[config.mk]
export PLATFORM = sky130hd
export DESIGN_NAME = stim_rr_scheduler
export DESIGN_NICKNAME = d
export VERILOG_FILES = /design/src/rtl/stim_rr_scheduler.sv
export SDC_FILE = /design/constraint.sdc
export NUM_CORES = 1
export LEC_CHECK = 0
export BUFFER_PORTS_ARGS = -buffer_cell sky130_fd_sc_hd__buf_4
export CAP_MARGIN = 20
export CORE_MARGIN = 1.5
export CORE_UTILIZATION = 35
export CTS_CLUSTER_SIZE = 16
export DETAILED_ROUTE_END_ITERATION = 8
export MAX_ROUTING_LAYER = met4
export PLACE_DENSITY_LB_ADDON = 0.08
export SLEW_MARGIN = 10
export SYNTH_ARGS = -nofsm -noshare
export SYNTH_HDL_FRONTEND = slang
export SYNTH_SLANG_ARGS = --single-unit
[constraint.sdc]
create_clock -name clk -period 3.1 [get_ports clk]
set_input_delay 0.31 -clock clk [delete_from_list [all_inputs] [get_ports clk]]
set_output_delay 0.31 -clock clk [all_outputs]
set_load 0.02 [all_outputs]
[src/rtl/stim_rr_scheduler.sv]
// Round-robin scheduler sharing one test datapath between NREQ stimulus requesters.
// Optional transaction counter output txn_count enabled by STIM_RR_SCHEDULER_STATS_EN.
module stim_rr_scheduler #(
    parameter int NREQ = 4,
    parameter int DW   = 4,
    parameter int LAT  = 2
) (
    input  logic              clk,
    input  logic              rst,
    input  logic [NREQ-1:0]   req_valid,
    input  logic [NREQ*DW-1:0] req_data,
    input  logic [NREQ*3-1:0] req_ctl,
    output logic [NREQ-1:0]   req_ready,
    output logic [DW-1:0]     dp_data_in,
    output logic              dp_a,
    output logic              dp_b,
    output logic              dp_x,
    input  logic [DW-1:0]     dp_data_out,
    input  logic              dp_out,
    output logic [NREQ-1:0]   rsp_valid,
    output logic [DW-1:0]     rsp_data,
    output logic              rsp_out,
    output logic              busy
`ifdef STIM_RR_SCHEDULER_STATS_EN
    ,
    output logic [15:0]       txn_count
`endif
);

    localparam int PW = (NREQ > 1) ? $clog2(NREQ) : 1;
    localparam int CW = (LAT > 1) ? $clog2(LAT) : 1;
    localparam int unsigned NREQ_U = NREQ;

    if (LAT < 1 || NREQ < 2) begin : g_param_check
        $error("stim_rr_scheduler: requires LAT >= 1 and NREQ >= 2");
    end

    typedef enum logic [1:0] {
        ST_IDLE,
        ST_WAIT,
        ST_RESP
    } state_t;

    state_t            state_q, state_d;
    logic [PW-1:0]     ptr_q, ptr_d;
    logic [CW-1:0]     cnt_q, cnt_d;
    logic [DW-1:0]     dp_data_q, dp_data_d;
    logic [2:0]        dp_ctl_q, dp_ctl_d;
    logic [NREQ-1:0]   rsp_valid_q, rsp_valid_d;
    logic [DW-1:0]     rsp_data_q, rsp_data_d;
    logic              rsp_out_q, rsp_out_d;

    logic              win_found;
    logic [PW-1:0]     win_idx;
    logic [PW-1:0]     cand_idx;
    logic [NREQ-1:0]   grant;

    // Rotating search starting one past the last winner.
    always_comb begin
        win_found = 1'b0;
        win_idx   = '0;
        cand_idx  = '0;
        for (int unsigned k = 1; k <= NREQ_U; k++) begin
            cand_idx = PW'((32'(ptr_q) + k) % NREQ_U);
            if (!win_found && req_valid[cand_idx]) begin
                win_found = 1'b1;
                win_idx   = cand_idx;
            end
        end
    end

    always_comb begin
        grant = '0;
        if (state_q == ST_IDLE && win_found && !rst) begin
            grant[win_idx] = 1'b1;
        end
    end

    always_comb begin
        state_d     = state_q;
        ptr_d       = ptr_q;
        cnt_d       = cnt_q;
        dp_data_d   = dp_data_q;
        dp_ctl_d    = dp_ctl_q;
        rsp_valid_d = rsp_valid_q;
        rsp_data_d  = rsp_data_q;
        rsp_out_d   = rsp_out_q;
        case (state_q)
            ST_IDLE: begin
                if (win_found) begin
                    dp_data_d = req_data[win_idx*DW +: DW];
                    dp_ctl_d  = req_ctl[win_idx*3 +: 3];
                    ptr_d     = win_idx;
                    cnt_d     = CW'(LAT - 1);
                    state_d   = ST_WAIT;
                end
            end
            ST_WAIT: begin
                if (cnt_q == '0) begin
                    rsp_data_d         = dp_data_out;
                    rsp_out_d          = dp_out;
                    rsp_valid_d        = '0;
                    rsp_valid_d[ptr_q] = 1'b1;
                    state_d            = ST_RESP;
                end else begin
                    cnt_d = cnt_q - 1'b1;
                end
            end
            ST_RESP: begin
                rsp_valid_d = '0;
                state_d     = ST_IDLE;
            end
            default: begin
                state_d = ST_IDLE;
            end
        endcase
    end

    always_ff @(posedge clk) begin
        if (rst) begin
            state_q     <= ST_IDLE;
            ptr_q       <= PW'(NREQ - 1);
            cnt_q       <= '0;
            dp_data_q   <= '0;
            dp_ctl_q    <= '0;
            rsp_valid_q <= '0;
            rsp_data_q  <= '0;
            rsp_out_q   <= 1'b0;
        end else begin
            state_q     <= state_d;
            ptr_q       <= ptr_d;
            cnt_q       <= cnt_d;
            dp_data_q   <= dp_data_d;
            dp_ctl_q    <= dp_ctl_d;
            rsp_valid_q <= rsp_valid_d;
            rsp_data_q  <= rsp_data_d;
            rsp_out_q   <= rsp_out_d;
        end
    end

`ifdef STIM_RR_SCHEDULER_STATS_EN
    logic [15:0] txn_cnt_q, txn_cnt_d;

    // Counts RESP entries, saturating at all-ones.
    always_comb begin
        txn_cnt_d = txn_cnt_q;
        if (state_q == ST_WAIT && state_d == ST_RESP && txn_cnt_q != '1) begin
            txn_cnt_d = txn_cnt_q + 16'd1;
        end
    end

    always_ff @(posedge clk) begin
        if (rst) begin
            txn_cnt_q <= '0;
        end else begin
            txn_cnt_q <= txn_cnt_d;
        end
    end

    assign txn_count = txn_cnt_q;
`endif

    assign req_ready  = grant;
    assign dp_data_in = dp_data_q;
    assign dp_a       = dp_ctl_q[2];
    assign dp_b       = dp_ctl_q[1];
    assign dp_x       = dp_ctl_q[0];
    assign rsp_valid  = rsp_valid_q;
    assign rsp_data   = rsp_data_q;
    assign rsp_out    = rsp_out_q;
    assign busy       = (state_q != ST_IDLE);

endmodule

==> impl_metrics.csv, run 1 <==
group,metric,value,unit
cells_and_area,syn_to_final_growth,36.9,%
synth,yosysTopAreaCell,"dfxtp_1",
critical_path,startpoint_type,"flop",
clock_network,cts_buffers,3,
synth,synth_fp_nets,209,
clock_network,clk-insertion-delay-late,0.26,ns
cells_and_area,most-common-layout-cells,"buf_4 (64), nor2_1 (28), dfxtp_1 (21)",
critical_path,cpMaxStageDelayCell,"mux4_2",
synth,async_reset_ff_frac,0,
timing,period_minus_slack,2.87,ns
run,cap_viol_max_count,0,
cells_and_area,fin_nets,267,
timing,fin_crit_sh,0.925,
outcome,status,"completed",
critical_path,r2r_end,"dp_ctl_q[0]",
timing,whs,0.285,ns
clock_network,cts_root_buf,"clkbuf_8",
placement,hpwl,2940,µm
critical_path,cp.required,2.79,ns
critical_path,r2r_start,"ptr_q[1]",
worst_hold_path,min_path_type,"input pin to flop",
clock_network,htreeDepth,1,
critical_path,max_stage_delay,0.49,ns
synth,netlist_instances,166,
critical_path,ff2ff_path_depth,8,
clock_network,clock-sinks,21,
synth,ys_seq_area_frac,0.290,
critical_path,cp.buffers_inverters,2,
drt,vias,1444,
critical_path,crit_type,"flop to output port",
critical_path,cp.depth,8,
grt,antenna_found_initial,0,
drt,drt_iter0_drc,75,
cells_and_area,n_antenna_cell,0,
grt,overflow,0,
timing,rsz0062_at_grt,"no",
drt,wirelength,3740,µm
cells_and_area,post-route-util,0.496,
timing,maxClockFrequency,349,MHz
power,p_leak,0.000903,µW
clock_network,ctsResizeCount,0,
timing,tightestPinTransition,0.595,ns
floorplan,die_w,67.4,µm
timing,slew_headroom,0.603,
power,powerDensity,608,nW/µm²
clock_network,clock_path_buffers,2,
drt,route.detailed.drc,0,
floorplan,die_h,67.4,µm
grt,grt_max_degree,23,
critical_path,path_delay_family,"simple AND/OR/NAND/NOR gates",
drt,ant_nets,0,
floorplan,die-area,4540,µm²
timing,skew,0.00415,ns
grt,grt_pass1_vias,1373,
grt,grt_first_pass_wirelength,6250,µm
synth,synth_area,1450,µm²
critical_path,endpoint,"req_ready[0]",
critical_path,path_max_fanout,6,
synth,yosysTopAreaCellShare,0.290,
critical_path,crit_chain,"inv_1 -> ha_1 -> mux4_2 -> nor2b_1 -> nor2_2 -> a21oi_1 -> nor4_2 -> buf_4",
synth,synth-edff-count,0,
grt,grt.total_usage,0.183,
floorplan,ios,60,
synth,synth_flop_cell,"dfxtp_1",
cells_and_area,mostFrequentLayoutCell,"buf_4",
timing,setup_violations,0,
synth,ys_seq_elements,21,
critical_path,startpoint,"ptr_q[1]",
power,peakVddDrop,0.353,mV
clock_network,cts_tree,"built",
placement,place.gp.congestion,0.777,
synth,syn_area_per_cell,8.74,µm²
cells_and_area,drive_above_1_share,0.381,
timing,tns,0,ns
clock_network,cts_setup_buffers,0,
synth,synth_warnings,0,
synth,synth_area_leaders,"dfxtp_1 (29%), mux2i_1 (11%), nor2_1 (7.2%)",
floorplan,coreArea,4000,µm²
critical_path,r2r_setup_slack,0.60,ns
timing,slew_violations,0,
drt,viasPerCell,5.29,
floorplan,placementRows,23,
clock_network,postCtsHoldBufs,0,
critical_path,worstPathArrival,2.56,ns
floorplan,initial_utilization,0.363,
drt,firstDrtPassIters,4,
clock_network,path_clk_slew,0.08,ns
synth,ys_types,38,
critical_path,critPathCaptureType,"output port",
worst_hold_path,holdCritStartpoint,"dp_data_out[0]",
placement,port_buffers,59,
drt,wl_per_cell,13.7,µm
timing,finalHoldViolations,0,
## kinds of logic (layout without fill, tap and decap cells)
logic type | Yosys count | in the layout | synth area share
and+or+nand+nor | 63 | 63 | 0.210
AOI/OAI and AO/OA | 37 | 37 | 0.198
muxes | 27 | 27 | 0.219
DFF | 21 | 21 | 0.290
buffers and inverters | 14 | 71 | 0.0492
adders and majority gates | 4 | 4 | 0.0345
## metal layers
metal | up-vias | global-route usage | part of all wire
met3 | 4 | 0.0183 | 0.037
met4 | 0 | 0.0536 | 0.010
met2 | 36 | 0.308 | 0.49
li1 | 722 | - | -
met1 | 682 | 0.234 | 0.46
met5 | - | - | 0
## flip-flops by register name, indices dropped and copies added, names as in the netlist
register and count:
rsp_data 4, dp_ctl_q 3, rsp_valid 4, cnt_q 1, rsp_out 1, dp_data_in 4, ptr_q 2, state_q 2
## synthesized netlist by cell type (3+ instances only)
cell type	n
o211ai_1	3
nor2_1	28
a21oi_1	13
nand2_1	12
a211oi_1	3
dfxtp_1	21
mux4_2	3
mux2i_1	16
buf_2	3
ha_1	4
clkbuf_1	6
nand3_1	4
mux2_2	7
inv_1	3
a311oi_1	4
nor2b_1	7
o221ai_1	3
## per-stage QoR
step,worst slack (ns),cells,instance area (µm²),power (µW)
3_5_place_dp,0.490,269,1940,1040
6_report,0.233,273,1990,1210
4_1_cts,0.184,273,1990,1220
2_1_floorplan,0.0327,166,1460,845
3_3_place_gp,0.551,269,1940,1030
5_1_grt,0.0675,273,1990,1300
## how the worst min path moves through the flow
stage	endpoint	slack (ns)	depth (start not counted)
CTS	rsp_data[0]	0.28	3
global route	rsp_data[0]	0.29	3
global placement	dp_data_in[1]	0.45	2
floorplan	rsp_data[0]	0.46	2
detailed placement	dp_data_in[3]	0.46	2
finish	rsp_data[0]	0.28	3
## final cells by class
| cell class | instances | area [µm²] |
|---|---|---|
| fill | 399 | 2010 |
| multi-input combinational | 131 | 965 |
| timing repair buffer | 64 | 480 |
| sequential | 21 | 420 |
| tap | 50 | 62.6 |
| clock buffer | 3 | 41.3 |
| inverter | 3 | 11.3 |
| clock inverter | 1 | 5.00 |
## where the power goes
part	switching (µW)	internal (µW)	total (µW)
combinational	370	316	686
clock	86.7	89.4	176
sequential	30.3	316	346
## tightest hold or removal path: cells and delay by family
kind | cells | cell delay [ns]
buffers and inverters | 1 | 0.08
and+or+nand+nor | 1 | 0.07
muxes | 1 | 0.05
No activity file was read; power rests on OpenSTA's default activity.
==> inputs of run 2 (changes only) <==
--- a/config.mk
+++ b/config.mk
@@ -5,10 +5,13 @@
 export SDC_FILE = /design/constraint.sdc
 export NUM_CORES = 1
 export LEC_CHECK = 0
-export BUFFER_PORTS_ARGS = -buffer_cell sky130_fd_sc_hd__buf_4
+export ABC_AREA = 0
+export BUFFER_PORTS_ARGS = -buffer_cell sky130_fd_sc_hd__buf_2
 export CAP_MARGIN = 20
+export CELL_PAD_IN_SITES_DETAIL_PLACEMENT = 0
+export CELL_PAD_IN_SITES_GLOBAL_PLACEMENT = 2
 export CORE_MARGIN = 1.5
-export CORE_UTILIZATION = 35
+export CORE_UTILIZATION = 27
 export CTS_CLUSTER_SIZE = 16
 export DETAILED_ROUTE_END_ITERATION = 8
 export MAX_ROUTING_LAYER = met4
==> run 2 against run 1 <==
Core utilization fell by 13 points. Die area rose by 28%. Worst hold slack got worse by 0.0064 ns. Largest cell class unchanged. Register-to-register slack got worse by 0.13 ns. Combinational power fell by 4.8%. Power fell by 2.2%.
==> impl_metrics.csv, run 2 (same netlist as run 1, synthesis figures left out) <==
group,metric,value,unit
outcome,status,"completed",
clock_network,htreeDepth,1,
power,p_leak,0.000865,µW
cells_and_area,syn_to_final_growth,28.6,%
cells_and_area,post-route-util,0.363,
critical_path,startpoint_type,"flop",
drt,drt_iter0_drc,50,
timing,tightestPinTransition,0.661,ns
floorplan,ios,60,
placement,hpwl,2990,µm
drt,vias,1437,
critical_path,r2r_end,"dp_data_in[2]",
cells_and_area,most-common-layout-cells,"buf_2 (59), nor2_1 (28), dfxtp_1 (21)",
critical_path,ff2ff_path_depth,9,
timing,rsz0062_at_grt,"no",
floorplan,die_h,76.3,µm
clock_network,clock_path_buffers,2,
drt,ant_nets,0,
drt,wirelength,3890,µm
run,cap_viol_max_count,0,
critical_path,worstPathArrival,2.52,ns
worst_hold_path,holdCritStartpoint,"dp_data_out[3]",
clock_network,cts_root_buf,"clkbuf_8",
critical_path,path_max_fanout,9,
drt,wl_per_cell,13.3,µm
cells_and_area,n_antenna_cell,0,
clock_network,path_clk_slew,0.08,ns
timing,fin_crit_sh,0.914,
worst_hold_path,min_path_type,"input pin to flop",
timing,skew,0.00601,ns
grt,grt_max_degree,23,
timing,maxClockFrequency,353,MHz
cells_and_area,fin_nets,267,
clock_network,clk-insertion-delay-late,0.26,ns
timing,tns,0,ns
critical_path,crit_type,"flop to output port",
placement,port_buffers,59,
floorplan,coreArea,5140,µm²
grt,grt_pass1_vias,1390,
cells_and_area,drive_above_1_share,0.386,
timing,setup_violations,0,
timing,slew_violations,0,
critical_path,cp.required,2.79,ns
timing,slew_headroom,0.559,
grt,overflow,0,
critical_path,startpoint,"ptr_q[1]",
clock_network,cts_buffers,3,
floorplan,die_w,76.3,µm
power,peakVddDrop,0.222,mV
cells_and_area,multi_input_area,967,µm²
worst_hold_path,hold_depth,3,
critical_path,r2r_start,"ptr_q[1]",
drt,firstDrtPassIters,4,
floorplan,die-area,5820,µm²
drt,viasPerCell,4.90,
power,powerDensity,633,nW/µm²
cells_and_area,mostFrequentLayoutCell,"buf_2",
grt,antenna_found_initial,0,
timing,period_minus_slack,2.83,ns
critical_path,endpoint,"req_ready[0]",
floorplan,initial_utilization,0.282,
timing,finalHoldViolations,0,
cells_and_area,seq_area,420,µm²
floorplan,placementRows,26,
critical_path,r2r_setup_slack,0.47,ns
cells_and_area,fill_cells,599,
placement,place.gp.congestion,0.753,
clock_network,cts_tree,"built",
critical_path,critPathCaptureType,"output port",
grt,grt_first_pass_wirelength,6470,µm
grt,grt.total_usage,0.138,
clock_network,clock-sinks,21,
drt,route.detailed.drc,0,
## run 2: cell counts in the layout (fill, tap and decap cells not counted)
No cell type changed its count.
## run 2: what timing repair did
item | 4_1_cts | 5_1_grt
buffers inserted | 0 | 0
resized for setup | 0 | 1
hold buffers | 0 | 0
setup endpoints to repair | 0 | 1
## run 2: layout make-up
type / instances / area share
inverter: 3 / 0.00604
tap: 70 / 0.0469
clock inverter: 1 / 0.00268
multi-input combinational: 131 / 0.518
timing repair buffer: 64 / 0.178
sequential: 21 / 0.225
clock buffer: 3 / 0.0221
## run 2: power by group
part / internal, µW / switching [µW] / total (µW)
logic: 282 / 371 / 653
clock network: 89.6 / 93.8 / 183
registers: 315 / 29.6 / 345
total: 687 / 494 / 1180
## run 2: through the flow
| step | cells | cell area [µm²] | hold slack, ns | worst slack (ns) | total power, µW |
|---|---|---|---|---|---|
| floorplan | 166 | 1460 | 0.457 | 0.0327 | 845 |
| global placement | 289 | 1820 | 0.447 | 0.460 | 999 |
| detailed placement | 289 | 1820 | 0.454 | 0.437 | 1010 |
| CTS | 293 | 1860 | 0.279 | 0.183 | 1190 |
| global route | 293 | 1870 | 0.310 | 0.0734 | 1270 |
| finish | 293 | 1870 | 0.278 | 0.267 | 1180 |
## run 2: worst min path at each step
stage | endpoint | slack (ns)
2_1_floorplan | rsp_data[0] | 0.46
3_3_place_gp | dp_data_in[3] | 0.45
3_5_place_dp | dp_data_in[1] | 0.45
4_1_cts | rsp_data[3] | 0.28
5_1_grt | rsp_data[3] | 0.31
6_report | rsp_data[3] | 0.28
## run 2: critical path, stage by stage, from the launching register on
cell and delay (ns):
dfxtp_1 0.33, inv_1 0.06, ha_2 0.42, mux4_2 0.50
nor2b_1 0.18, nor2_2 0.15, a21oi_1 0.13, nor4_2 0.27
buf_2 0.21
## run 2: layer usage
metal | GRT usage | part of all wire | vias up
met1 | 0.180 | 0.47 | 676
met4 | 0.0333 | 0.0074 | 0
met2 | 0.223 | 0.47 | 34
li1 | - | - | 723
met5 | - | 0 | -
met3 | 0.0240 | 0.047 | 4
